## src/rtl/obsidian_pkg.sv

```systemverilog
// Shared types and constants for the Obsidian hazard controller: forwarding
// select codes, FSM state encodings, scoreboard slot indices and the XZR index.
package obsidian_pkg;

    typedef enum logic [1:0] {
        FWD_RF    = 2'b00,
        FWD_EXMEM = 2'b01,
        FWD_MEMWB = 2'b10
    } fwd_sel_e;

    typedef enum logic {
        RUN     = 1'b0,
        BR_WAIT = 1'b1
    } state_e;

    // Default index of XZR; the controller exposes it as its ZERO_REG parameter.
    localparam int ZERO_REG_DEFAULT = 31;

    localparam int N_SLOTS  = 3;
    localparam int SLOT_EX  = 0;
    localparam int SLOT_MEM = 1;
    localparam int SLOT_WB  = 2;

    // Youngest producer wins: an EX-slot match beats a MEM-slot match.
    function automatic fwd_sel_e fwd_pick(input logic used, input logic [N_SLOTS-1:0] match);
        fwd_sel_e sel;
        sel = FWD_RF;
        if (used && match[SLOT_EX]) begin
            sel = FWD_EXMEM;
        end else if (used && match[SLOT_MEM]) begin
            sel = FWD_MEMWB;
        end
        return sel;
    endfunction

endpackage

```

## src/rtl/obsidian_hazard_ctrl_if.sv

```systemverilog
// Decode-side bundle between the Obsidian pipeline and its hazard controller.
// The pipeline is the master (drives decode/branch info), the controller the slave.
interface obsidian_hazard_ctrl_if #(
    parameter int REG_W = 5,
    parameter int CNT_W = 16
);
    logic             id_valid;
    logic [REG_W-1:0] id_rn;
    logic [REG_W-1:0] id_rm;
    logic [REG_W-1:0] id_rd;
    logic             id_use_rn;
    logic             id_use_rm;
    logic             id_wr_rd;
    logic             id_is_load;
    logic             id_is_branch;
    logic             ex_br_resolved;
    logic             ex_br_taken;

    logic             pc_stall;
    logic             ifid_stall;
    logic             ifid_flush;
    logic             idex_bubble;
    logic [1:0]       ex_fwd_a_sel;
    logic [1:0]       ex_fwd_b_sel;
    logic [CNT_W-1:0] bubble_cnt;

    modport master (
        output id_valid, id_rn, id_rm, id_rd, id_use_rn, id_use_rm,
               id_wr_rd, id_is_load, id_is_branch, ex_br_resolved, ex_br_taken,
        input  pc_stall, ifid_stall, ifid_flush, idex_bubble,
               ex_fwd_a_sel, ex_fwd_b_sel, bubble_cnt
    );

    modport slave (
        input  id_valid, id_rn, id_rm, id_rd, id_use_rn, id_use_rm,
               id_wr_rd, id_is_load, id_is_branch, ex_br_resolved, ex_br_taken,
        output pc_stall, ifid_stall, ifid_flush, idex_bubble,
               ex_fwd_a_sel, ex_fwd_b_sel, bubble_cnt
    );

endinterface

```

## src/rtl/obsidian_hazard_scoreboard.sv

```systemverilog
// Three-slot (EX/MEM/WB) shift register of in-flight destinations, with per-slot
// source matches and a per-operand hazard flag (load-use only when FWD_EN=1).
module obsidian_hazard_scoreboard
    import obsidian_pkg::*;
#(
    parameter int REG_W    = 5,
    parameter int ZERO_REG = ZERO_REG_DEFAULT,
    parameter bit FWD_EN   = 1'b0
) (
    input  logic               clk,
    input  logic               rst,
    input  logic               issue_i,
    input  logic               wr_rd_i,
    input  logic               is_load_i,
    input  logic [REG_W-1:0]   rd_i,
    input  logic [REG_W-1:0]   rn_i,
    input  logic [REG_W-1:0]   rm_i,
    output logic [N_SLOTS-1:0] match_a_o,
    output logic [N_SLOTS-1:0] match_b_o,
    output logic               hz_a_o,
    output logic               hz_b_o
);
    localparam logic [REG_W-1:0] XZR = REG_W'(ZERO_REG);

    logic             vld_q [N_SLOTS];
    logic [REG_W-1:0] rd_q  [N_SLOTS];
    logic             ld_q  [N_SLOTS];
    logic             vld_d [N_SLOTS];
    logic [REG_W-1:0] rd_d  [N_SLOTS];
    logic             ld_d  [N_SLOTS];

    generate
        for (genvar gi = 0; gi < N_SLOTS; gi++) begin : g_slot
            if (gi == SLOT_EX) begin : g_head
                // A bubble or an XZR/no-write instruction occupies EX as an empty slot.
                assign vld_d[gi] = issue_i && wr_rd_i && (rd_i != XZR);
                assign rd_d[gi]  = rd_i;
                assign ld_d[gi]  = is_load_i;
            end else begin : g_tail
                assign vld_d[gi] = vld_q[gi-1];
                assign rd_d[gi]  = rd_q[gi-1];
                assign ld_d[gi]  = ld_q[gi-1];
            end
            assign match_a_o[gi] = vld_q[gi] && (rd_q[gi] == rn_i) && (rn_i != XZR);
            assign match_b_o[gi] = vld_q[gi] && (rd_q[gi] == rm_i) && (rm_i != XZR);
        end
    endgenerate

    always_ff @(posedge clk) begin
        for (int i = 0; i < N_SLOTS; i++) begin
            if (rst) begin
                vld_q[i] <= 1'b0;
                rd_q[i]  <= '0;
                ld_q[i]  <= 1'b0;
            end else begin
                vld_q[i] <= vld_d[i];
                rd_q[i]  <= rd_d[i];
                ld_q[i]  <= ld_d[i];
            end
        end
    end

    // With forwarding only a load still in EX cannot supply its result in time.
    assign hz_a_o = FWD_EN ? (match_a_o[SLOT_EX] && ld_q[SLOT_EX]) : (|match_a_o);
    assign hz_b_o = FWD_EN ? (match_b_o[SLOT_EX] && ld_q[SLOT_EX]) : (|match_b_o);

endmodule

```

## src/rtl/obsidian_hazard_ctrl.sv

```systemverilog
// Obsidian ID-stage hazard controller: RAW stall/bubble, branch hold, EX forwarding
// selects and a saturating bubble counter. Define OBSIDIAN_FWD_EN to enable forwarding.
module obsidian_hazard_ctrl
    import obsidian_pkg::*;
#(
    parameter int REG_W    = 5,
    parameter int ZERO_REG = ZERO_REG_DEFAULT,
    parameter int CNT_W    = 16
) (
    input  logic                 clk,
    input  logic                 rst,
    obsidian_hazard_ctrl_if.slave bus
);
`ifdef OBSIDIAN_FWD_EN
    localparam bit FWD_EN = 1'b1;
`else
    localparam bit FWD_EN = 1'b0;
`endif

    state_e           state_q, state_d;
    fwd_sel_e         fwd_a_q, fwd_a_d;
    fwd_sel_e         fwd_b_q, fwd_b_d;
    logic [CNT_W-1:0] cnt_q, cnt_d;

    logic [N_SLOTS-1:0] match_a, match_b;
    logic               hz_a, hz_b, hazard;
    logic               pc_stall, ifid_stall, ifid_flush, idex_bubble;
    logic               issue, run_path;

    obsidian_hazard_scoreboard #(
        .REG_W    (REG_W),
        .ZERO_REG (ZERO_REG),
        .FWD_EN   (FWD_EN)
    ) u_scoreboard (
        .clk       (clk),
        .rst       (rst),
        .issue_i   (issue),
        .wr_rd_i   (bus.id_wr_rd),
        .is_load_i (bus.id_is_load),
        .rd_i      (bus.id_rd),
        .rn_i      (bus.id_rn),
        .rm_i      (bus.id_rm),
        .match_a_o (match_a),
        .match_b_o (match_b),
        .hz_a_o    (hz_a),
        .hz_b_o    (hz_b)
    );

    assign hazard = bus.id_valid && ((bus.id_use_rn && hz_a) || (bus.id_use_rm && hz_b));

    always_comb begin
        state_d     = state_q;
        pc_stall    = 1'b0;
        ifid_stall  = 1'b0;
        ifid_flush  = 1'b0;
        idex_bubble = 1'b0;
        issue       = 1'b0;
        run_path    = 1'b0;
        if (rst) begin
            state_d = RUN;
        end else begin
            unique case (state_q)
                RUN: run_path = 1'b1;
                BR_WAIT: begin
                    if (bus.ex_br_resolved && bus.ex_br_taken) begin
                        ifid_flush  = 1'b1;
                        idex_bubble = 1'b1;
                        state_d     = RUN;
                    end else if (bus.ex_br_resolved) begin
                        run_path = 1'b1;
                        state_d  = RUN;
                    end else begin
                        pc_stall    = 1'b1;
                        ifid_stall  = 1'b1;
                        idex_bubble = 1'b1;
                    end
                end
                default: state_d = RUN;
            endcase
            // A not-taken resolve lets the held instruction go through the normal RUN path.
            if (run_path) begin
                if (hazard) begin
                    pc_stall    = 1'b1;
                    ifid_stall  = 1'b1;
                    idex_bubble = 1'b1;
                end else begin
                    issue = bus.id_valid;
                    if (bus.id_valid && bus.id_is_branch) begin
                        state_d = BR_WAIT;
                    end
                end
            end
        end
    end

    always_comb begin
        fwd_a_d = FWD_RF;
        fwd_b_d = FWD_RF;
        if (FWD_EN && issue) begin
            fwd_a_d = fwd_pick(bus.id_use_rn, match_a);
            fwd_b_d = fwd_pick(bus.id_use_rm, match_b);
        end
        cnt_d = cnt_q;
        if (idex_bubble && (cnt_q != {CNT_W{1'b1}})) begin
            cnt_d = cnt_q + 1'b1;
        end
    end

    always_ff @(posedge clk) begin
        if (rst) begin
            state_q <= RUN;
            fwd_a_q <= FWD_RF;
            fwd_b_q <= FWD_RF;
            cnt_q   <= '0;
        end else begin
            state_q <= state_d;
            fwd_a_q <= fwd_a_d;
            fwd_b_q <= fwd_b_d;
            cnt_q   <= cnt_d;
        end
    end

    assign bus.pc_stall     = pc_stall;
    assign bus.ifid_stall   = ifid_stall;
    assign bus.ifid_flush   = ifid_flush;
    assign bus.idex_bubble  = idex_bubble;
    assign bus.ex_fwd_a_sel = fwd_a_q;
    assign bus.ex_fwd_b_sel = fwd_b_q;
    assign bus.bubble_cnt   = cnt_q;

endmodule

```

## src/flat_wrapper.sv

```systemverilog
// flat-port wrapper written by rule: the top's interface ports become plain ports
module obsidian_hazard_ctrl_flat import obsidian_pkg::*;
#(
    parameter int REG_W    = 5,
    parameter int ZERO_REG = ZERO_REG_DEFAULT,
    parameter int CNT_W    = 16
)
  (clk, rst, bus_id_valid, bus_id_rn, bus_id_rm, bus_id_rd, bus_id_use_rn, bus_id_use_rm, bus_id_wr_rd, bus_id_is_load, bus_id_is_branch, bus_ex_br_resolved, bus_ex_br_taken, bus_pc_stall, bus_ifid_stall, bus_ifid_flush, bus_idex_bubble, bus_ex_fwd_a_sel, bus_ex_fwd_b_sel, bus_bubble_cnt);
  obsidian_hazard_ctrl_if #(.REG_W(REG_W), .CNT_W(CNT_W)) bus_i ();
  input  logic clk;
  input  logic rst;
  input wire logic [$bits(bus_i.id_valid)-1:0] bus_id_valid;
  input wire logic [$bits(bus_i.id_rn)-1:0] bus_id_rn;
  input wire logic [$bits(bus_i.id_rm)-1:0] bus_id_rm;
  input wire logic [$bits(bus_i.id_rd)-1:0] bus_id_rd;
  input wire logic [$bits(bus_i.id_use_rn)-1:0] bus_id_use_rn;
  input wire logic [$bits(bus_i.id_use_rm)-1:0] bus_id_use_rm;
  input wire logic [$bits(bus_i.id_wr_rd)-1:0] bus_id_wr_rd;
  input wire logic [$bits(bus_i.id_is_load)-1:0] bus_id_is_load;
  input wire logic [$bits(bus_i.id_is_branch)-1:0] bus_id_is_branch;
  input wire logic [$bits(bus_i.ex_br_resolved)-1:0] bus_ex_br_resolved;
  input wire logic [$bits(bus_i.ex_br_taken)-1:0] bus_ex_br_taken;
  output wire logic [$bits(bus_i.pc_stall)-1:0] bus_pc_stall;
  output wire logic [$bits(bus_i.ifid_stall)-1:0] bus_ifid_stall;
  output wire logic [$bits(bus_i.ifid_flush)-1:0] bus_ifid_flush;
  output wire logic [$bits(bus_i.idex_bubble)-1:0] bus_idex_bubble;
  output wire logic [$bits(bus_i.ex_fwd_a_sel)-1:0] bus_ex_fwd_a_sel;
  output wire logic [$bits(bus_i.ex_fwd_b_sel)-1:0] bus_ex_fwd_b_sel;
  output wire logic [$bits(bus_i.bubble_cnt)-1:0] bus_bubble_cnt;
  assign bus_i.id_valid = bus_id_valid;
  assign bus_i.id_rn = bus_id_rn;
  assign bus_i.id_rm = bus_id_rm;
  assign bus_i.id_rd = bus_id_rd;
  assign bus_i.id_use_rn = bus_id_use_rn;
  assign bus_i.id_use_rm = bus_id_use_rm;
  assign bus_i.id_wr_rd = bus_id_wr_rd;
  assign bus_i.id_is_load = bus_id_is_load;
  assign bus_i.id_is_branch = bus_id_is_branch;
  assign bus_i.ex_br_resolved = bus_ex_br_resolved;
  assign bus_i.ex_br_taken = bus_ex_br_taken;
  assign bus_pc_stall = bus_i.pc_stall;
  assign bus_ifid_stall = bus_i.ifid_stall;
  assign bus_ifid_flush = bus_i.ifid_flush;
  assign bus_idex_bubble = bus_i.idex_bubble;
  assign bus_ex_fwd_a_sel = bus_i.ex_fwd_a_sel;
  assign bus_ex_fwd_b_sel = bus_i.ex_fwd_b_sel;
  assign bus_bubble_cnt = bus_i.bubble_cnt;
  obsidian_hazard_ctrl #(.REG_W(REG_W), .ZERO_REG(ZERO_REG), .CNT_W(CNT_W)) u_core (.clk(clk), .rst(rst), .bus(bus_i));
endmodule
```

## config.mk

```make
export PLATFORM = sky130hd
export DESIGN_NAME = obsidian_hazard_ctrl_flat
export DESIGN_NICKNAME = d
export VERILOG_FILES = /design/src/rtl/obsidian_pkg.sv /design/src/rtl/obsidian_hazard_ctrl_if.sv /design/src/rtl/obsidian_hazard_scoreboard.sv /design/src/rtl/obsidian_hazard_ctrl.sv /design/src/flat_wrapper.sv
export SDC_FILE = /design/constraint.sdc
export NUM_CORES = 1
export LEC_CHECK = 0
export ABC_AREA = 1
export CORE_MARGIN = 1
export CORE_UTILIZATION = 30
export CTS_CLUSTER_SIZE = 10
export DETAILED_ROUTE_END_ITERATION = 7
export HOLD_SLACK_MARGIN = 0.02
export PLACE_DENSITY_LB_ADDON = 0.1
export SYNTH_ARGS = -nofsm -noshare
export SYNTH_HDL_FRONTEND = slang
export SYNTH_SLANG_ARGS = --single-unit
```

## constraint.sdc

```tcl
create_clock -name clk -period 1.9 [get_ports clk]
set_input_delay 0.38 -clock clk [delete_from_list [all_inputs] [get_ports clk]]
set_output_delay 0.38 -clock clk [all_outputs]
set_load 0.01 [all_outputs]
```

==> flow_metrics.py <==
metrics = {
    "floorplan": {
        "start_util": 0.313,
        "core_mm2": 0.00687,
        "fp.dieArea_mm2": 0.00750,
        "std_cell_rows": 30,
        "dieHeight_um": 86.6,
        "die_w_um": 86.6,
        "io-pin-count": 49,
    },
    "timing": {
        "setup_slack_ps": -254,
        "setup_violations": 3,
        "grt_setup_unrepaired": "true",
        "fin_skew_ps": 2.85,
        "final_max_slew_viol_count": 0,
        "max_freq_ghz": 0.464,
        "min_period_ps": 2150,
        "fin_crit_sh": 1.13,
        "setup-tns-final_ps": -646,
        "report.final.hold_viol_count": 0,
    },
    "clock_network": {
        "max-clock-path-buffers": 2,
        "cts-root-buf": "clkbuf_8",
        "cts_sinks": 35,
        "cts.clk_slew.worst_paths_ps": 70,
        "numCtsBuffers": 5,
        "clk_latency_ps": 280,
        "cts_tree": "yes",
        "cts_max_level": 2,
    },
    "placement": {
        "preCtsSetupSlack_ps": -1100,
        "io_buffer_count": 43,
        "place_area_mm2": 0.00300,
        "dp.final_hpwl_mm": 4.80,
        "gp_congestion": 0.895,
    },
    "setup_path": {
        "cp_max_fo": 2,
        "path_buf_inv": 2,
        "cpMostUsedCell": "nand2_2",
        "cp.depth": 13,
        "crit_path_end_kind": "output pin",
        "critPathArrivalTime_ps": 1770,
        "path_cells": "buf_6 -> nand2_4 -> nand2_2 -> nor2_4 -> nand3_2 -> nand3_2 -> nand2_2 -> nand2_2 -> nand2_2 -> nand2_2 -> nand2_2 -> a31oi_2 -> buf_2",
        "cpPeakStageDelay_ps": 330,
        "cp_slowest_cell": "dfxtp_2",
        "crit_family": "simple AND/OR/NAND/NOR gates",
        "path_class": "register to output pin",
        "worstPathRequired_ps": 1520,
        "ff2ff_path_depth": 15,
        "start_kind": "register",
    },
    "route": {
        "drc": 0,
        "first_iter_violations": 57,
        "avgViaCountPerCell": 4.60,
        "wl_per_cell_um": 12.0,
        "vias": 2439,
        "drt_first_pass_iters": 4,
        "wl_mm": 6.37,
        "ant_nets": 0,
    },
    "logic_synthesis": {
        "synth_cells": 338,
        "yosysWarnings": 0,
        "yosys_register_bits": 35,
        "ys_types": 32,
        "ys_seq_area_frac": 0.326,
        "syn-cell-area_mm2": 0.00215,
        "postSynthAreaPerCell_um2": 6.35,
    },
    "run_status": {
        "violations": "negative setup slack",
        "status": "finished, violations left",
    },
    "global_route": {
        "grtUsageTotal": 0.178,
        "antenna_found_initial": 0,
        "grt_pass1_wl_mm": 10.5,
        "grt_pass1_vias": 2378,
        "grt.overflow.total": 0,
        "grt_max_degree": 32,
    },
    "cells_and_area": {
        "regArea_um2": 719,
        "nFillCells": 752,
        "final_cell_area_mm2": 0.00325,
        "drive_above_1_share": 0.346,
        "antenna_cells": 0,
        "syn2layout_area_growth_pct": 51.6,
        "multi_input_area_mm2": 0.00133,
        "layout.nets": 459,
    },
    "worst_hold_path": {
        "hold_class": "register to register",
        "hold_depth": 2,
    },
    "run": {
        "drv_cap": 0,
    },
    "power": {
        "vdd_drop_max_v": 0.000222,
        "leakage_nw": 1.48,
        "p_per_area_mw_per_mm2": 484,
    },
}
==> worst register-to-register path, cell delays in order (launching register included) <==
cell and delay (ps):
dfxtp_2 330, buf_6 120, nand2_4 60, nand2_2 60, nor2_4 110, nand3_2 80
nand3_2 80, nand2_2 60, nand2_2 90, nand2_2 70, nand2_2 70, buf_4 220
nand3_2 100, buf_4 180, nand2_1 80, a21oi_2 50
==> cell families after synthesis <==
logic type | share of synthesized area
AO/OA/AOI/OAI | 0.0793
XOR/XNOR | 0.0530
adder cells (fa/ha/maj) | 0.00583
buffers and inverters | 0.109
flip-flops | 0.326
other | 0.00175
AND/OR/NAND/NOR | 0.425
==> final timing paths <==
path	start	end	slack (ps)
max	u_core.u_scoreboard.rd_q[2][3]$_SDFF_PP0_	bus_pc_stall	-250
min reg2reg	u_core.bus.bubble_cnt[3]$_SDFFE_PP0P_	u_core.bus.bubble_cnt[3]$_SDFFE_PP0P_	510
max reg2reg	u_core.u_scoreboard.rd_q[2][3]$_SDFF_PP0_	u_core.bus.bubble_cnt[4]$_SDFFE_PP0P_	40
min	u_core.bus.bubble_cnt[3]$_SDFFE_PP0P_	u_core.bus.bubble_cnt[3]$_SDFFE_PP0P_	510
==> power breakdown <==
| part | switching (mW) | total (mW) | internal (mW) |
|---|---|---|---|
| Clock | 0.277 | 0.533 | 0.256 |
| Combinational | 0.145 | 0.278 | 0.133 |
| Sequential | 0.0140 | 0.765 | 0.751 |
==> synth_stat cells <==
library cell / n / area, um^2
o21a_1: 2 / 15.0
xnor2_1: 4 / 35.0
buf_4: 5 / 37.5
a21oi_1: 9 / 45.0
nand4_4: 1 / 21.3
nor2_1: 50 / 188
clkinv_1: 1 / 3.75
buf_6: 1 / 11.3
nand2_2: 1 / 6.26
nand4_1: 19 / 119
a31oi_1: 1 / 6.26
conb_1: 1 / 3.75
nor4_1: 1 / 6.26
o21ai_0: 3 / 15.0
nand2_1: 107 / 402
nand3b_1: 1 / 7.51
nor3_2: 1 / 10.0
inv_1: 31 / 116
dfxtp_1: 35 / 701
xor2_1: 9 / 78.8
and3_1: 1 / 6.26
a21oi_2: 8 / 70.1
o21ai_1: 2 / 10.0
nor3_1: 2 / 10.0
clkbuf_1: 6 / 22.5
nand3_1: 20 / 100
nand3_2: 2 / 20.0
ha_1: 1 / 12.5
o311ai_0: 1 / 8.76
nor3_4: 1 / 16.3
inv_2: 10 / 37.5
buf_2: 1 / 5.00
==> metrics by stage <==
stage | total power [mW] | std cells | utilization | hold WS [ps]
6_report | 1.58 | 530 | 0.474 | 512
5_1_grt | 1.67 | 530 | 0.474 | 537
4_1_cts | 1.59 | 528 | 0.460 | 531
3_5_place_dp | 1.04 | 515 | 0.437 | 519
3_3_place_gp | 1.04 | 515 | 0.437 | 517
2_1_floorplan | 0.897 | 341 | - | 413
==> metal layers <==
metal | up-vias | GRT usage | routed length, um
li1 | 1255 | - | -
met1 | 1114 | 0.202 | 2820
met2 | 60 | 0.323 | 3130
met3 | 10 | 0.0352 | 297
met4 | 0 | 0.0758 | 122
met5 | - | 0 | 0
==> timing repair <==
item                       in CTS  in global routing
pin swaps                      18                 28
gates resized for setup        65                 37
cloned                          0                  0
buffers inserted                6                  2
setup endpoints to repair      20                 18
hold buffers                    0                  0
==> registers in the layout, summed over array words and instances, names as in the netlist <==
name	count
u_core.bus.bubble_cnt	16
u_core.u_scoreboard.rd_q	15
u_core.u_scoreboard.vld_q	3
u_core.state_q	1
==> layout make-up <==
cell class                 count  area share
timing repair buffer          98       0.259
tap                           96      0.0369
clock buffer                   6      0.0223
clock inverter                 2     0.00384
sequential                    35       0.221
inverter                      42      0.0484
multi-input combinational    251       0.408
==> cells in the final DEF (no fill, tap or decap), drive strengths merged, types with 2 or more instances in the layout <==
master / count
o21a: 2
nand3: 22
clkdlybuf4s15: 8
o21ai: 5
clkinv: 2
nor3: 4
a21oi: 17
inv: 41
clkbuf: 8
buf: 58
conb: 4
dfxtp: 35
xnor2: 4
clkdlybuf4s50: 29
nor2: 50
xor2: 9
nand2: 108
nand4: 20
Note: power is estimated with default switching activity, not from simulation.
